## src/rtl/led_chaser_sequencer.sv

```systemverilog
// led_chaser_sequencer: prescaled 8-bit LED chaser controller (right/left/bounce/fill); bounce mode enabled by SEQ_BOUNCE_EN
module led_chaser_sequencer #(
    parameter int NBITS_OUTPUT = 8,
    parameter int NBITS_RATE   = 4,
    parameter int NBITS_STEP   = 8
) (
    input  logic                    clk_2,
    input  logic                    reset,
    input  logic                    start,
    input  logic                    stop,
    input  logic                    freeze,
    input  logic [1:0]              mode,
    input  logic [NBITS_RATE-1:0]   rate,
    output logic [NBITS_OUTPUT-1:0] LED,
    output logic                    busy,
    output logic                    wrap,
    output logic [NBITS_STEP-1:0]   step_count
);
    typedef enum logic [1:0] {IDLE, RUN, HOLD} state_t;
    localparam logic [NBITS_OUTPUT-1:0] MSB  = {1'b1, {(NBITS_OUTPUT-1){1'b0}}};
    localparam logic [NBITS_OUTPUT-1:0] LSB  = {{(NBITS_OUTPUT-1){1'b0}}, 1'b1};
    localparam logic [NBITS_OUTPUT-1:0] ONES = '1;
    localparam logic [NBITS_OUTPUT-1:0] NEAR_MSB = MSB >> 1;
    state_t                  state_q;
    logic [NBITS_OUTPUT-1:0] led_q, pat_d, start_pat, shift_pat;
    logic [NBITS_RATE-1:0]   cnt_q;
    logic [NBITS_STEP-1:0]   step_q;
    logic [1:0]              mode_q, mode_d;
    logic                    busy_q, wrap_q, wrap_d, tick, go_left, is_fill;
`ifdef SEQ_BOUNCE_EN
    logic                    dir_q, dir_d, bounce;
`endif
    // next pattern for an advance tick: shift direction, wrap detection and reload on wrap
    always_comb begin
        tick      = cnt_q >= rate;
        start_pat = (mode == 2'b01) ? LSB : MSB;
        is_fill   = mode_q == 2'b11;
        go_left   = mode_q == 2'b01;
        wrap_d    = is_fill ? led_q == ONES : go_left ? led_q == MSB : led_q == LSB;
`ifdef SEQ_BOUNCE_EN
        bounce    = mode_q == 2'b10;
        go_left   = bounce ? (dir_q || led_q == LSB) : go_left;
        wrap_d    = bounce ? (dir_q && led_q == NEAR_MSB) : wrap_d;
        dir_d     = wrap_d ? 1'b0 : (bounce && go_left);
`endif
        shift_pat = is_fill ? {1'b1, led_q[NBITS_OUTPUT-1:1]} : go_left ? led_q << 1 : led_q >> 1;
        pat_d     = wrap_d ? start_pat : shift_pat;
        mode_d    = wrap_d ? mode : mode_q;
    end
    // phase sequencing with registered outputs; stop beats freeze beats tick
    always_ff @(posedge clk_2) begin
        if (reset) begin
            state_q <= IDLE;
            led_q   <= '0;
            cnt_q   <= '0;
            step_q  <= '0;
            mode_q  <= 2'b00;
            busy_q  <= 1'b0;
            wrap_q  <= 1'b0;
`ifdef SEQ_BOUNCE_EN
            dir_q   <= 1'b0;
`endif
        end else begin
            wrap_q <= 1'b0;
            case (state_q)
                IDLE: if (start && !stop) begin
                    state_q <= RUN;
                    busy_q  <= 1'b1;
                    mode_q  <= mode;
                    led_q   <= start_pat;
                    cnt_q   <= '0;
                    step_q  <= '0;
`ifdef SEQ_BOUNCE_EN
                    dir_q   <= 1'b0;
`endif
                end
                RUN: if (stop) begin
                    state_q <= IDLE;
                    busy_q  <= 1'b0;
                    led_q   <= '0;
                end else if (freeze) begin
                    state_q <= HOLD;
                end else if (tick) begin
                    cnt_q  <= '0;
                    step_q <= step_q + 1'b1;
                    led_q  <= pat_d;
                    wrap_q <= wrap_d;
                    mode_q <= mode_d;
`ifdef SEQ_BOUNCE_EN
                    dir_q  <= dir_d;
`endif
                end else begin
                    cnt_q <= cnt_q + 1'b1;
                end
                HOLD: if (stop) begin
                    state_q <= IDLE;
                    busy_q  <= 1'b0;
                    led_q   <= '0;
                end else if (!freeze) begin
                    state_q <= RUN;
                end
                default: state_q <= IDLE;
            endcase
        end
    end
    assign LED        = led_q;
    assign busy       = busy_q;
    assign wrap       = wrap_q;
    assign step_count = step_q;
endmodule

```

## config.mk

```make
export PLATFORM = sky130hd
export DESIGN_NAME = led_chaser_sequencer
export DESIGN_NICKNAME = d
export VERILOG_FILES = /design/src/rtl/led_chaser_sequencer.sv
export SDC_FILE = /design/constraint.sdc
export NUM_CORES = 1
export LEC_CHECK = 0
export CAP_MARGIN = 30
export CELL_PAD_IN_SITES_DETAIL_PLACEMENT = 1
export CELL_PAD_IN_SITES_GLOBAL_PLACEMENT = 2
export CORE_UTILIZATION = 33
export CTS_CLUSTER_DIAMETER = 30
export DETAILED_ROUTE_END_ITERATION = 10
export GPL_TIMING_DRIVEN = 0
export MAX_ROUTING_LAYER = met4
export PLACE_DENSITY = 0.85
export SLEW_MARGIN = 20
export SYNTH_ARGS = -nofsm -noshare
export SYNTH_HDL_FRONTEND = slang
export SYNTH_SLANG_ARGS = --single-unit
export TNS_END_PERCENT = 1
```

## constraint.sdc

```tcl
create_clock -name clk_2 -period 4.25 [get_ports clk_2]
set_input_delay 1.0625 -clock clk_2 [delete_from_list [all_inputs] [get_ports clk_2]]
set_output_delay 1.0625 -clock clk_2 [all_outputs]
set_load 0.005 [all_outputs]
```

### After elaboration in Yosys (flattened, before gate mapping)

Index checks and enable logic that the tools add are counted.

* bits of input ports: 11
* bits in registers: 26
* word-level logic and storage cells: 82
* output and inout port bits: 18

* equal/unequal tests: 19
* $add $sub $neg: 2
* magnitude comparators: 1
* reduce and logical (&&, ||, !) cells: 14
* bitwise logic cells: 2
* muxes and demuxes: 37

Operators with widths (count)
* 8-bit two-way mux: 13
* 8-bit one-hot mux with 3 select lines: 1
* 2-bit two-way mux: 10
* 8-bit equality test, second input constant: 2
* 4-bit two-way mux: 4
* 8-bit one-hot mux with 2 select lines: 1
* 2-bit != test, second input constant: 6
* 3-bit != test, second input constant: 4
* 5-bit AND reduction: 2
* 8-bit by 1-bit adder with 8-bit output, second input constant: 1
* 8-bit by 1-bit equality test with 1-bit output, second input constant: 1
* 4-bit one-hot mux with 2 select lines: 1
* 2-bit by 1-bit equality test with 1-bit output, second input constant: 3
* 2-bit one-hot mux with 3 select lines: 1
* 3-bit AND reduction: 2
* 6-bit AND reduction: 1
* 5-bit OR reduction: 1
* 4-bit by 1-bit adder with 4-bit output, second input constant: 1
* 2-bit equality test, second input constant: 2
* 4-bit greater-or-equal comparator: 1
* 1-bit two-way mux: 4
* 2-bit one-hot mux with 2 select lines: 1
* 4-bit AND reduction: 1
* 2-bit nonzero test: 2
* 8 further kinds: 9

### Longest topological paths before layout

Gate-level depths: netlist (run 1).

* word-level depth: 8
* mapped depth: 9
* mapped depth without buffers: 8

### Worst setup path after synthesis (run 1)

No wires, ideal clock.

* path type: input -> register
* start: input port rate[0]
* end: register mode_q[0]
* buffers on the path: 1
* required time: 4178 ps
* stages: 8
* setup time: 72 ps
* arrival: 2750 ps
* slack: 1429 ps
* cell sequence: ha_1 > nand2b_1 > a2111oi_2 > o22ai_1 > and2_1 > clkbuf_1 > nand2_1 > mux2i_1

* word-level cells in the longest chain between the ends: 3

RTL lines
* start, declared: line 13 `input logic [NBITS_RATE-1:0] rate,`
* 4-bit greater-or-equal comparator: line 35 `tick = cnt_q >= rate;`
* 2-bit != test (no source line)
* 6-bit AND reduction (no source line)
* end signal, assigned: line 69 `mode_q <= mode;`
* end signal, assigned: line 88 `mode_q <= mode_d;`
* end, declared: line 28 `logic [1:0] mode_q, mode_d;`

No other way between the ends.
A chain may end at the register's enable or synchronous reset.

### Worst setup path in the final report (run 1)

Ends and elaborated chain as after synthesis.

==> results.toml, run 1 <==
[place]
dp.cells = 254
globalplace.congestion = 0.864
portBuffers = 28
dpl.hpwl_mm = 3.08

[min_path]
min_path_type = "reg2reg"
min_to = "step_count[7]"
min_from = "step_count[7]"
hold_path_depth = 2

[yosys]
synth_compound_area_share_pct = 15.3
synth_seq_cells = 26
yosys_warnings = 0
synthesis.area_sq_mm = 0.00152
synth.net_count = 196
synth_edf_count = 0
syn_inst = 174
seq_area_frac_synth_pct = 34.3
synth-main-ff-cell = "dfxtp_1"
syn_area_per_cell_sq_um = 8.72
synth_top_family_by_area = "simple AND/OR/NAND/NOR gates"
yosys.area_share.xor_xnor_pct = 5.19
synthArstFlopShare_pct = 0
synthAdderAreaFrac_pct = 9.07
yosysUniqueCellTypes = 41
muxShareOfSynthArea_pct = 6.76
synth-simple-area-share_pct = 25.6

[route]
first_iter_violations = 33
wirelength_mm = 3.95
route.vias.total = 1377
via_per_inst = 5.34
dr.pass1.iters = 2
antenna_left = 0
wl_per_cell_um = 15.3
drc = 0

[cts]
hold_buffers = 0
cts_buffer_depth = 2
clockRootBuffer = "clkbuf_8"
clk_latency_ns = 0.28
clk_pin_slew_ns = 0.09
h-tree-depth = 1
cts_resized = 0
cts_setup_buffers = 0
cts_tree = "yes"
cts.sink_count = 26
cts_made_buffers = 3

[cells_and_area]
area_delta_synth_final_pct = 27.5
layout_common_cells = "28 x clkdlybuf4s50_1, 26 x dfxtp_1, 22 x nor2_1, 12 x nand2_1, 11 x ha_1"
layout_commonest_cell = "clkdlybuf4s50_1"
layout-drive-gt1-share_pct = 6.31
diodes = 0
nets = 229
final_cells = 258

[sta]
maxSlewHeadroom_pct = 62.8
finalClockSkew_ns = 0.00437
fin_crit_sh_pct = 78.6
tightest_slew_ns = 0.558
drv_slew = 0
period_needed_ns = 3.34
rsz0062_at_grt = "no"
finalSetupViolations = 0
fmax_ghz = 0.300
final.setup.tns_ns = 0
hold_violations = 0

[global_routing]
grt.total_usage_pct = 17.2
grt_pass1_wl_mm = 6.57
gr-total-overflow = 0
first_global_vias = 1384
grt_max_degree = 16
antenna_found_initial = 0

[worst_setup_path]
rrSetupSlack_ns = 1.67
path_class = "in2reg"
worstPathRequired_ns = 4.45
r2r_start = "cnt_q[0]"
startpoint_type = "input port"
slowest_delay_ns = 0.46
arrival_ns = 3.54
r2r_end = "mode_q[0]"
crit_chain = "clkdlybuf4s50_1 > ha_1 > nand2b_1 > a2111oi_2 > o22ai_1 > and2_1 > clkbuf_1 > nand2_1 > mux2i_1"
crit_slowest_cell = "a2111oi_2"
rr_worst_depth = 9
cp-end-kind = "flip-flop"
path_buf_inv = 2
crit_fanout = 7
crit_family = "compound AO/OA/AOI/OAI gates"
cp_num_cells = 9

[power]
power_density_mw_per_mm2 = 330
ir_drop_uv = 140
power_leakage_nw = 0.748

[run]
maxCapViolCount = 0

[floorplan]
die_y_um = 69.8
io_pins = 29
rows = 24
core-area_sq_mm = 0.00438
dieArea_sq_mm = 0.00487
initial_core_util_pct = 34.6
chipWidth_um = 69.8

[outcome]
status = "finished clean"
## worst reg2reg max path: cells and delay by family, from the launching register on
kind | cells | cell delay, ns
buffers and inverters | 2 | 0.26
AOI/OAI and AO/OA | 2 | 0.76
and+or+nand+nor | 3 | 0.61
DFF | 1 | 0.39
muxes | 1 | 0.22
adders and majority gates | 1 | 0.27
## metal layers
metal  vias up  global-route usage [%]  wire length [um]
met5         -                       -                 0
met4         0                    6.89                70
met3         6                    3.34               126
met2        23                    29.1              1930
met1       655                    19.9              1820
li1        693                       -                 -
## cells in the mapped netlist (3+ instances only)
| master | number | area share [%] |
|---|---|---|
| nand4_1 | 6 | 2.5 |
| dfxtp_1 | 26 | 34 |
| nand3_1 | 5 | 1.6 |
| nand2b_1 | 6 | 2.5 |
| a21oi_1 | 6 | 2.0 |
| xor2_1 | 7 | 4.0 |
| nor2_1 | 22 | 5.4 |
| inv_1 | 9 | 2.2 |
| mux2i_1 | 8 | 5.3 |
| o21ai_0 | 6 | 2.0 |
| nor2b_1 | 3 | 1.2 |
| nand2_1 | 12 | 3.0 |
| nor3_1 | 5 | 1.6 |
| clkbuf_1 | 3 | 0.74 |
| ha_1 | 11 | 9.1 |
| o2bb2ai_1 | 6 | 3.5 |
## cells by family after synthesis
group                      Yosys count
buffers and inverters               13
DFF                                 26
xor gates and xnor gates             9
AOI/OAI and AO/OA                   31
and+or+nand+nor                     74
muxes                               10
adders and majority gates           11
## layout make-up
cell class / count / area, sq um
Buffer: 4 / 22.5
Clock buffer: 3 / 41.3
Clock inverter: 1 / 30.0
Fill cell: 512 / 2450
Inverter: 9 / 33.8
Multi-Input combinational cell: 135 / 941
Sequential cell: 26 / 520
Tap cell: 52 / 65.1
Timing Repair Buffer: 28 / 280
## stage by stage
step / util (%) / hold slack [ns] / total power, mW / setup WS, ns / area [sq um]
floorplan: - / 0.474 / 0.376 / 1.43 / 1520
global placement: 42.5 / 0.470 / 0.427 / 0.708 / 1860
detailed placement: 42.5 / 0.505 / 0.435 / 0.631 / 1860
CTS: 44.1 / 0.518 / 0.645 / 0.890 / 1930
global route: 44.1 / 0.564 / 0.675 / 0.726 / 1930
finish: 44.1 / 0.518 / 0.638 / 0.911 / 1930
## report_power, final
group | internal [mW] | total [mW] | switching (mW)
combinational | 0.0694 | 0.154 | 0.0850
sequential | 0.257 | 0.274 | 0.0173
clock | 0.126 | 0.209 | 0.0830
total | 0.452 | 0.638 | 0.185
## sequential cells by signal, indices dropped and copies added (netlist names)
signal and flops:
LED 8, busy 1, cnt_q 4, mode_q 2
state_q 2, step_count 8, wrap 1
## worst max path at each step
stage / from / endpoint / slack, ns
6_report: rate[0] / mode_q[0] / 0.91
2_1_floorplan: rate[0] / mode_q[0] / 1.43
3_5_place_dp: rate[0] / mode_q[0] / 0.63
4_1_cts: rate[0] / mode_q[0] / 0.89
3_3_place_gp: rate[0] / mode_q[1] / 0.71
5_1_grt: rate[0] / mode_q[0] / 0.73
Note: power is estimated with default switching activity, not from simulation.
==> inputs of run 2 (changes only) <==
--- a/config.mk
+++ b/config.mk
@@ -8,12 +8,12 @@
 export CAP_MARGIN = 30
 export CELL_PAD_IN_SITES_DETAIL_PLACEMENT = 1
 export CELL_PAD_IN_SITES_GLOBAL_PLACEMENT = 2
-export CORE_UTILIZATION = 33
+export CORE_UTILIZATION = 27
 export CTS_CLUSTER_DIAMETER = 30
 export DETAILED_ROUTE_END_ITERATION = 10
 export GPL_TIMING_DRIVEN = 0
 export MAX_ROUTING_LAYER = met4
-export PLACE_DENSITY = 0.85
+export PLACE_DENSITY = 0.75
 export SLEW_MARGIN = 20
 export SYNTH_ARGS = -nofsm -noshare
 export SYNTH_HDL_FRONTEND = slang
==> constraint.sdc (replaced) <==
create_clock -name clk_2 -period 2.8 [get_ports clk_2]
set_input_delay 0.7 -clock clk_2 [delete_from_list [all_inputs] [get_ports clk_2]]
set_output_delay 0.7 -clock clk_2 [all_outputs]
set_load 0.005 [all_outputs]
==> run 2 against run 1 <==
  * Register-to-register slack got worse by 1.4 ns
  * Via count fell by 0.22%
  * Sequential power rose by 51%
  * Final cell count rose by 8.1%
  * Critical endpoint is now LED[0]
  * Worst setup slack got worse by 0.81 ns
  * Critical path depth did not move
==> results.toml, run 2 (synthesis gave the netlist of run 1 again) <==
[run]
maxCapViolCount = 0

[floorplan]
initial_core_util_pct = 28.8
dieArea_sq_mm = 0.00593
io_pins = 29
die_y_um = 77.0
chipWidth_um = 77.0
rows = 26
core-area_sq_mm = 0.00527

[cells_and_area]
fin_util_pct = 38.3
nets = 232
layout_commonest_cell = "clkdlybuf4s50_1"
area_delta_synth_final_pct = 33.1
fillers = 629
layout_common_cells = "28 x clkdlybuf4s50_1, 26 x dfxtp_1, 21 x nor2_1, 11 x nand2_1, 11 x ha_1"
layout-drive-gt1-share_pct = 9.57
finish.instance_area_sq_mm = 0.00202
final_cells = 279
diodes = 0

[place]
portBuffers = 28
place_area_sq_mm = 0.00189
dpl.hpwl_mm = 2.97
globalplace.congestion = 0.817
dp.cells = 272

[cts]
cts_made_buffers = 3
h-tree-depth = 1
clockRootBuffer = "clkbuf_8"
clk_pin_slew_ns = 0.10
cts_buffer_depth = 2
hold_buffers = 0
clk_latency_ns = 0.27
cts_tree = "yes"
cts.sink_count = 26

[sta]
hold_ws_ns = 0.495
hold_violations = 0
period_needed_ns = 2.70
fmax_ghz = 0.371
finalSetupViolations = 0
drv_slew = 0
finalClockSkew_ns = 0.00377
maxSlewHeadroom_pct = 61.5
fin_crit_sh_pct = 96.3
final.setup.tns_ns = 0
tightest_slew_ns = 0.578

[power]
power_density_mw_per_mm2 = 493
ir_drop_uv = 313
power_leakage_nw = 0.773

[global_routing]
grt_max_degree = 16
grt_pass1_wl_mm = 6.75
gr-total-overflow = 0
first_global_vias = 1397
antenna_found_initial = 0
grt.total_usage_pct = 14.4

[outcome]
status = "finished clean"

[route]
via_per_inst = 4.92
antenna_left = 0
wl_per_cell_um = 14.3
first_iter_violations = 79
dr.pass1.iters = 4
met1_length_mm = 1.96
drc = 0
dr.max_layer_used = "met4"
met3_length_um = 76
dr_wl_met2_mm = 1.92
wirelength_mm = 3.99
route.vias.total = 1374

[worst_setup_path]
slowest_delay_ns = 0.54
worstPathRequired_ns = 2.95
rrSetupSlack_ns = 0.27
crit_chain = "clkdlybuf4s50_1 > ha_1 > nand2b_1 > a2111oi_4 > or4_1 > a211oi_4 > buf_4 > o221a_1 > nor3_2"
startpoint_type = "input port"
cp-end-kind = "flip-flop"
path_class = "in2reg"
crit_fanout = 4
arrival_ns = 2.84
crit_slowest_cell = "or4_1"

[min_path]
min_path_type = "reg2reg"
-- run 2: worst paths after layout --
path,start,to,cells past startpoint
setup / recovery,rate[0],LED[0],9
hold reg to reg,step_count[7],step_count[7],2
hold / removal,step_count[7],step_count[7],2
setup reg to reg,state_q[1],step_count[7],9
-- run 2: metrics by stage --
stage | power, mW | setup WS (ns)
finish | 0.995 | 0.104
global route | 1.06 | -0.000830
CTS | 0.990 | -0.0121
detailed placement | 0.659 | -0.440
global placement | 0.649 | -0.417
floorplan | 0.571 | 0.341
-- run 2: area by class of cell --
| class | instances | area (sq um) | area share, % |
|---|---|---|---|
| Clock buffer | 3 | 41.3 | 2.04 |
| Inverter | 9 | 33.8 | 1.67 |
| Multi-Input combinational cell | 135 | 980 | 48.5 |
| Buffer | 4 | 23.8 | 1.18 |
| Timing Repair Buffer | 31 | 303 | 15.0 |
| Clock inverter | 1 | 30.0 | 1.49 |
| Sequential cell | 26 | 520 | 25.8 |
| Tap cell | 70 | 87.6 | 4.34 |
-- run 2: power by group --
part | total [mW] | switching, mW | internal [mW]
registers | 0.414 | 0.0249 | 0.390
clock network | 0.318 | 0.127 | 0.191
logic | 0.263 | 0.139 | 0.124
total | 0.995 | 0.290 | 0.705
-- run 2: critical path, delay by kind of cell --
| kind | cells | cell delay [ns] |
|---|---|---|
| buffers and inverters | 2 | 0.58 |
| AND/OR/NAND/NOR | 3 | 0.73 |
| adder cells (fa/ha/maj) | 1 | 0.27 |
| AO/OA/AOI/OAI | 3 | 0.55 |
-- run 2: routing by layer --
layer  vias up  GRT usage, %
met1       664          19.1
met3         2          1.19
met5         -             -
met2        15          23.7
met4         0          3.40
li1        693             -
-- run 2: repair_timing --
item,in CTS,in global routing
hold endpoints to repair,0,0
gates resized for setup,2,7
setup endpoints to repair,13,11
buffers inserted,1,2
pin swaps,1,2
==> inputs of run 3 (changes only) <==
--- a/config.mk
+++ b/config.mk
@@ -13,7 +13,7 @@
 export DETAILED_ROUTE_END_ITERATION = 10
 export GPL_TIMING_DRIVEN = 0
 export MAX_ROUTING_LAYER = met4
-export PLACE_DENSITY = 0.75
+export PLACE_DENSITY = 0.72
 export SLEW_MARGIN = 20
 export SYNTH_ARGS = -nofsm -noshare
 export SYNTH_HDL_FRONTEND = slang
==> run 3 against run 2 <==
  * Total power grew 0.95%
  * Clock skew about the same
  * Sequential power barely moved
  * Global-route usage rose by 0.68 points
  * Final cell count rose by 0.36%
  * Cell area up 0.87%
  * Clock-buffer cell count stayed put
  * Utilization is 0.33 points higher
  * Critical path type unchanged
  * Largest cell class unchanged
==> results.toml, run 3 (synthesis gave the netlist of run 1 again) <==
[cells_and_area]
diodes = 0
layout_commonest_cell = "clkdlybuf4s50_1"
register_area_sq_um = 520
fin_util_pct = 38.7
area_delta_synth_final_pct = 34.2
layout-drive-gt1-share_pct = 10.5
nets = 233
fillers = 640
multi_input_area_sq_um = 987
layout_common_cells = "28 x clkdlybuf4s50_1, 26 x dfxtp_1, 21 x nor2_1, 11 x nand2_1, 11 x ha_1"

[worst_setup_path]
crit_fanout = 5
crit_slowest_cell = "or4_1"
startpoint_type = "input port"
crit_family = "buffers and inverters"
cp_num_cells = 9
path_buf_inv = 3
slowest_delay_ns = 0.54
rr_worst_depth = 9
rrSetupSlack_ns = 0.23
path_class = "in2reg"
cp-end-kind = "flip-flop"
arrival_ns = 2.83
crit_chain = "clkdlybuf4s50_1 > inv_1 > ha_1 > a2111oi_4 > or4_1 > a211oi_4 > buf_4 > o221a_1 > nor3_2"
worstPathRequired_ns = 2.94

[floorplan]
initial_core_util_pct = 28.8
chipWidth_um = 77.0
dieArea_sq_mm = 0.00593
core-area_sq_mm = 0.00527
die_y_um = 77.0
io_pins = 29
rows = 26

[power]
power_leakage_nw = 0.784
ir_drop_uv = 223
power_density_mw_per_mm2 = 493
total_power_mw = 1.00

[sta]
hold_ws_ns = 0.509
period_needed_ns = 2.69
drv_slew = 0
fmax_ghz = 0.372
rsz0062_at_grt = "no"
hold_violations = 0
tightest_slew_ns = 0.568
fin_crit_sh_pct = 96.1
finalSetupViolations = 0
finalClockSkew_ns = 0.00330
maxSlewHeadroom_pct = 62.2

[cts]
clockRootBuffer = "clkbuf_8"
clk_pin_slew_ns = 0.10
cts.sink_count = 26
h-tree-depth = 1
cts_tree = "yes"
cts_buffer_depth = 2
cts_made_buffers = 3
clk_latency_ns = 0.27

[global_routing]
antenna_found_initial = 0
grt_max_degree = 16
first_global_vias = 1521
gr-total-overflow = 0
grt_pass1_wl_mm = 7.21
grt.total_usage_pct = 15.1

[route]
wl_per_cell_um = 14.2
first_iter_violations = 22
antenna_left = 0
wirelength_mm = 3.98
via_per_inst = 5.01
drc = 0
route.vias.total = 1403
dr.pass1.iters = 4

[place]
portBuffers = 28
globalplace.congestion = 0.737
dpl.hpwl_mm = 3.12

[min_path]
min_path_type = "reg2reg"
hold_path_depth = 2

[run]
maxCapViolCount = 0

[outcome]
status = "finished clean"
[run 3: changes by cell type in the layout (fill, tap and decap cells not counted)]
cell / delta
nand2b_1: -1
clkbuf_1: +1
nand2b_4: +1
buf_4: +2
clkbuf_2: -1
buf_1: -1
[run 3: report_power, final]
part           leakage (nW)  internal (mW)  switching [mW]
clock                0.0357          0.191           0.126
sequential            0.211          0.390          0.0264
combinational         0.538          0.132           0.140
[run 3: metal layers]
layer | GRT usage [%] | routed length (um) | vias up
met3 | 2.14 | 96 | 4
met1 | 17.5 | 1830 | 684
li1 | - | - | 698
met2 | 27.2 | 2020 | 17
met4 | 3.58 | 37 | 0
met5 | - | 0 | -
[run 3: timing repair]
item | in CTS | in global routing
setup endpoints to repair | 12 | 10
hold buffers | 0 | 0
setup buffers | 1 | 4
gates resized for setup | 4 | 3
pin swaps | 3 | 2
[run 3: through the flow]
stage                     setup WS [ns]  TNS (ns)  instances  cell area (sq um)
after floorplan                   0.341         0        174               1520
after global placement           -0.388     -4.45        272               1890
after detailed placement         -0.470     -6.05        272               1890
after CTS                       0.00260         0        277               2000
after global routing            0.00177         0        280               2040
final                             0.110         0        280               2040
[run 3: worst reg2reg max path, delay by kind of cell (launching register included)]
family | cells | cell delay (ns)
buffers and inverters | 3 | 0.72
AOI/OAI and AO/OA | 3 | 0.55
and+or+nand+nor | 2 | 0.54
DFF | 1 | 0.46
adders and majority gates | 1 | 0.24
[run 3: worst paths after layout]
check / from / to
max: rate[1] / LED[0]
min: step_count[7] / step_count[7]
max reg2reg: state_q[1] / step_count[7]
min reg2reg: step_count[7] / step_count[7]
[run 3: area by class of cell]
| type | instances | share of cell area, % |
|---|---|---|
| Inverter | 9 | 1.66 |
| Sequential cell | 26 | 25.6 |
| Clock inverter | 1 | 1.47 |
| Clock buffer | 3 | 2.03 |
| Tap cell | 70 | 4.30 |
| Buffer | 3 | 0.921 |
| Timing Repair Buffer | 33 | 15.6 |
| Multi-Input combinational cell | 135 | 48.5 |
